### src/rtl/seg_display_driver.sv
// Binary-to-BCD (serial shift-add-3) converter driving a multiplexed
// 4-digit common-anode 7-segment display with optional leading-zero blanking.
module seg_display_driver #(
    parameter int unsigned VAL_W    = 14,
    parameter int unsigned SCAN_DIV = 50000,
    parameter int unsigned BLANK_LZ = 1
) (
    input  logic             clk,
    input  logic             rst,
    input  logic [VAL_W-1:0] din,
    input  logic             din_valid,
    output logic             busy,
    output logic [15:0]      bcd,
    output logic             ovf,
    output logic [3:0]       an,
    output logic [6:0]       seg,
    output logic             dp
);
    localparam int unsigned CW    = $clog2(VAL_W + 1);
    localparam int unsigned CMP_W = (VAL_W > 14) ? VAL_W : 14;
    localparam int unsigned DW    = (SCAN_DIV > 1) ? $clog2(SCAN_DIV) : 1;

    typedef enum logic [1:0] {IDLE, SHIFT, DONE} state_t;

    state_t            state, state_nxt;
    logic              accept;
    logic [CW-1:0]     cnt;
    logic [VAL_W-1:0]  bin;
    logic [15:0]       work, adj;
    logic [CMP_W-1:0]  din_ext;
    logic              over;

    assign din_ext = CMP_W'(din);
    assign over    = din_ext > CMP_W'(9999);

    always_comb begin
        state_nxt = state;
        accept    = 1'b0;
        case (state)
            IDLE: begin
                if (din_valid) begin
                    accept    = 1'b1;
                    state_nxt = SHIFT;
                end
            end
            SHIFT: begin
                if (cnt == CW'(VAL_W - 1)) state_nxt = DONE;
            end
            DONE:    state_nxt = IDLE;
            default: state_nxt = IDLE;
        endcase
    end

    always_comb begin
        adj = work;
        for (int unsigned i = 0; i < 4; i++) begin
            if (work[4*i +: 4] >= 4'd5) adj[4*i +: 4] = work[4*i +: 4] + 4'd3;
        end
    end

    always_ff @(posedge clk) begin
        if (rst) begin
            state <= IDLE;
            busy  <= 1'b0;
            bcd   <= '0;
            ovf   <= 1'b0;
            work  <= '0;
            bin   <= '0;
            cnt   <= '0;
        end else begin
            state <= state_nxt;
            if (accept) begin
                bin  <= over ? VAL_W'(9999) : din;
                ovf  <= over;
                work <= '0;
                cnt  <= '0;
                busy <= 1'b1;
            end else if (state == SHIFT) begin
                work <= {adj[14:0], bin[VAL_W-1]};
                bin  <= bin << 1;
                cnt  <= cnt + CW'(1);
            end else if (state == DONE) begin
                bcd  <= work;
                busy <= 1'b0;
            end
        end
    end

    // Scan divider free-runs; conversion activity never stalls it.
    logic [DW-1:0] div;
    logic [1:0]    idx;

    always_ff @(posedge clk) begin
        if (rst) begin
            div <= '0;
            idx <= '0;
        end else if (div == DW'(SCAN_DIV - 1)) begin
            div <= '0;
            idx <= idx + 2'd1;
        end else begin
            div <= div + DW'(1);
        end
    end

    logic [3:0] digit;
    logic       blank;
    logic [6:0] seg_nxt;
    logic [3:0] an_nxt;
    logic       dp_nxt;

    always_comb begin
        digit = 4'(bcd >> {idx, 2'b00});
        blank = 1'b0;
        case (idx)
            2'd1:    blank = (bcd[15:4] == 12'h000);
            2'd2:    blank = (bcd[15:8] == 8'h00);
            2'd3:    blank = (bcd[15:12] == 4'h0);
            default: blank = 1'b0;
        endcase
        if (BLANK_LZ == 0) blank = 1'b0;

        case (digit)
            4'd0:    seg_nxt = 7'h40;
            4'd1:    seg_nxt = 7'h79;
            4'd2:    seg_nxt = 7'h24;
            4'd3:    seg_nxt = 7'h30;
            4'd4:    seg_nxt = 7'h19;
            4'd5:    seg_nxt = 7'h12;
            4'd6:    seg_nxt = 7'h02;
            4'd7:    seg_nxt = 7'h78;
            4'd8:    seg_nxt = 7'h00;
            4'd9:    seg_nxt = 7'h10;
            default: seg_nxt = 7'h7F;
        endcase
        if (blank) seg_nxt = 7'h7F;

        an_nxt = ~(4'b0001 << idx);
        dp_nxt = !((idx == 2'd3) && ovf);
    end

    always_ff @(posedge clk) begin
        if (rst) begin
            an  <= 4'b1111;
            seg <= 7'h7F;
            dp  <= 1'b1;
        end else begin
            an  <= an_nxt;
            seg <= seg_nxt;
            dp  <= dp_nxt;
        end
    end
endmodule

### config.mk
export PLATFORM = sky130hd
export DESIGN_NAME = seg_display_driver
export DESIGN_NICKNAME = d
export VERILOG_FILES = /design/src/rtl/seg_display_driver.sv
export SDC_FILE = /design/constraint.sdc
export NUM_CORES = 1
export LEC_CHECK = 0
export BUFFER_PORTS_ARGS = -buffer_cell sky130_fd_sc_hd__buf_2
export CORE_UTILIZATION = 55
export DETAILED_ROUTE_END_ITERATION = 16
export PLACE_DENSITY = 0.81
export SLEW_MARGIN = 5
export SYNTH_ARGS = -nofsm -noshare
export SYNTH_HDL_FRONTEND = slang
export SYNTH_SLANG_ARGS = --single-unit
### constraint.sdc
create_clock -name clk -period 2.6 [get_ports clk]
set_input_delay 0.39 -clock clk [delete_from_list [all_inputs] [get_ports clk]]
set_output_delay 0.39 -clock clk [all_outputs]
set_load 0.01 [all_outputs]
==> out/metrics.yaml <==
hold_path_depth: 3
die_height_um: 86.25
yosys-top-cells-area: "sky130_fd_sc_hd__dfxtp_1 43%, sky130_fd_sc_hd__ha_1 6.7%, sky130_fd_sc_hd__a21oi_1 6.7%"
detail-route-antenna-nets: 0
regArea_mm2: 0.001682
run_status: "complete, no violations"
crit_fanout: 6
yosysWarnings: 0
worst-setup-path-type: "flip-flop to flip-flop"
multi_input_area_mm2: 0.002026
grt_start_max_net_pins: 33
tritoncts.num_buffers: 9
detail_route.drc_violations: 0
floorplan.die_area_mm2: 0.007438
synth_largest_type_area_fraction_pct: 43.08
switching_power_uw: 590.3
clock_tree.root_cell: "sky130_fd_sc_hd__clkbuf_8"
placedCellCount: 583
sw_frac_of_total_pct: 23.63
top_flip_flop_cell_by_instance_count_after_synthesis: "sky130_fd_sc_hd__dfxtp_1"
post_drt_via_cell_ratio: 5.502
tightest_slew_ns: 0.5731
syn_nets: 496
synth_enable_flop_cells: 0
post_layout_nonfiller_instances: 598
grt_remaining_overflow: 0
layout_worst_path_cycle_share_pct: 79.37
sequential_share_of_power_pct: 54.1
timing.final.max_slew_violations: 0
power.clock.fraction_pct: 38.8
grt_util_all_layers_pct: 23.41
total_nets_final: 536
cts_buffer_depth: 2
post_dr_wirelength_cell_um: 13.86
via_count_of_the_first_global_routing_pass: 3036
dpl_worst_slack_ns: 0.5614
mappedNetlistArea_mm2: 0.003904
setup.worst_path.start_class: "flip-flop"
postLayoutCoreUtil_pct: 64.23
flow.area_growth_from_synthesis_pct: 12.40
worstHoldPathType: "input port to flip-flop"
fillerInstances: 582
dp_hpwl_um: 5737
synth_async_sr_flop_share_pct: 0
combinationalPowerShare_pct: 7.1
timing.final.crit_period_ns: 2.064
boundaryPins: 47
route.vias.total: 3290
postCtsSetupRepairBufs: 0
routed_wirelength_um: 8287
synth-seq-area-share_pct: 43.08
report.final.hold_viol_count: 0
rows: 30
ys_ff_latch: 84
worstSkewPairLatency_ns: 0.36
avgSynthCellArea_um2: 8.523
total_leakage_power_nw: 1.734
internal_power_mw: 1.908
start_util_pct: 57.14
worst_ep_required_time_ns: 2.84
finalHoldWorstSlack_ns: 0.3436
ir_worst_vdd_mv: 0.3167
antennaDiodeCount: 0
yosysTopAreaCell: "sky130_fd_sc_hd__dfxtp_1"
routabilityCongestion: 0.8279
worst-r2r-cell-count: 6
maxCapViolations: 0
post_cts_resize_count: 0
grt_setup_unrepaired: "no"
cts_tree: "yes"
power-per-cell-area_mw_per_mm2: 569.4
finalWorstSetupSlack_ns: 0.5364
ctsHtreeMaxLevel: 3
initialDrtViolationCount: 126
synth.distinct_cells: 47
crit_path_end_kind: "flip-flop"
cts.hold.buffers_added: 0
worst_setup_hold_path_clk_slew_ns: 0.08
fin_skew_ns: 0.01109
firstDrtPassIters: 4
wire_length_of_the_first_global_routing_pass_um: 13700
post_synth_inst_count: 458
drive_gt1_share_pct: 15.74
relSlewSlack_pct: 61.71
clkSinkCount: 84
floorplan.die.width_um: 86.25
worst_ep_arrival_time_ns: 2.30
max_freq_ghz: 0.4846
finalSetupViolations: 0
buffer_ports.inserted: 46
fp.coreArea_mm2: 0.006832
grt_antenna_before_repair: 0
setup_total_negative_slack_ns: 0
-- placed cells by master (no fill, tap or decap), drive strengths merged, types with 10 or more instances in the layout --
master,n
dfxtp,84
nand2,70
a21oi,52
buf,52
nor2,48
ha,21
inv,20
o21ai,19
o22ai,15
nand3,14
xnor2,13
xor2,13
clkbuf,12
nor3,10
-- final cells by class --
| cell class | count | area share (%) |
|---|---|---|
| Multi-Input combinational cell | 331 | 46.16 |
| Sequential cell | 84 | 38.32 |
| Timing Repair Buffer | 52 | 6.273 |
| Clock buffer | 12 | 3.764 |
| Tap cell | 96 | 2.737 |
| Inverter | 20 | 1.711 |
| Clock inverter | 3 | 1.027 |
-- worst max-delay path, cell delays in order (launching register included) --
cell and delay, ns:
sky130_fd_sc_hd__dfxtp_1 0.50, sky130_fd_sc_hd__mux4_1 0.68, sky130_fd_sc_hd__inv_1 0.15, sky130_fd_sc_hd__ha_1 0.20, sky130_fd_sc_hd__nor2_1 0.06, sky130_fd_sc_hd__a211oi_1 0.25, sky130_fd_sc_hd__o21ai_1 0.10
-- synthesized netlist by cell type, types with 4 or more instances --
master,number
sky130_fd_sc_hd__mux2i_1,4
sky130_fd_sc_hd__xnor2_1,13
sky130_fd_sc_hd__nand2b_1,5
sky130_fd_sc_hd__inv_1,19
sky130_fd_sc_hd__nand3_1,14
sky130_fd_sc_hd__a211oi_1,4
sky130_fd_sc_hd__xor2_1,13
sky130_fd_sc_hd__nand2_1,69
sky130_fd_sc_hd__buf_2,8
sky130_fd_sc_hd__o221ai_1,5
sky130_fd_sc_hd__o21ai_0,18
sky130_fd_sc_hd__nor2_1,48
sky130_fd_sc_hd__dfxtp_1,84
sky130_fd_sc_hd__nor3_1,10
sky130_fd_sc_hd__a211oi_2,4
sky130_fd_sc_hd__clkbuf_1,11
sky130_fd_sc_hd__nand4_1,5
sky130_fd_sc_hd__ha_1,21
sky130_fd_sc_hd__a21oi_1,52
sky130_fd_sc_hd__o22ai_1,15
-- power by group through the flow --
stage | clock network, mW | logic (mW) | registers [mW]
2_1_floorplan | 0 | 0.124 | 1.38
3_3_place_gp | 0 | 0.170 | 1.38
3_5_place_dp | 0 | 0.174 | 1.38
4_1_cts | 0.986 | 0.175 | 1.35
5_1_grt | 1.04 | 0.196 | 1.36
6_report | 0.971 | 0.176 | 1.35
-- cell families (layout without fill, tap and decap cells) --
family	Yosys count	in the layout	synth area share, %
buf+inv	43	87	5.032
simple gates	168	168	19.07
fa+ha+maj	21	21	6.731
mux	8	8	3.237
compound gates	108	108	17.02
flops	84	84	43.08
xor+xnor	26	26	5.833
-- final timing paths --
| check | start | end | slack, ns |
|---|---|---|---|
| max | idx[0]$_SDFFE_PP0P_ | seg[4]$_SDFF_PP1_ | 0.54 |
| min | din[11] | bin[11]$_SDFFE_PP0P_ | 0.34 |
| max reg2reg | idx[0]$_SDFFE_PP0P_ | seg[4]$_SDFF_PP1_ | 0.54 |
| min reg2reg | ovf$_SDFFE_PP0P_ | dp$_SDFF_PP1_ | 0.41 |
-- flip-flops by register name (all words and copies together), names as in the netlist --
signal	flops
bcd	16
div	16
work	16
bin	14
seg	7
an	4
cnt	4
idx	2
state	2
busy	1
dp	1
ovf	1
-- through the flow --
stage	power (mW)	cell area, um2
after floorplan	1.500	3904
after global placement	1.549	4178
after detailed placement	1.555	4178
after CTS	2.512	4388
after global routing	2.596	4388
final	2.499	4388
-- layer usage --
layer	wire (um)	GRT usage (%)	vias to the layer above	share of wire, %
met2	4143	39.83	76	50
met3	355	4.000	13	4.3
met1	3611	28.18	1543	44
li1	-	-	1658	-
met5	0	0	-	0
met4	176	12.88	0	2.1
(Power assumes the default switching activity.)
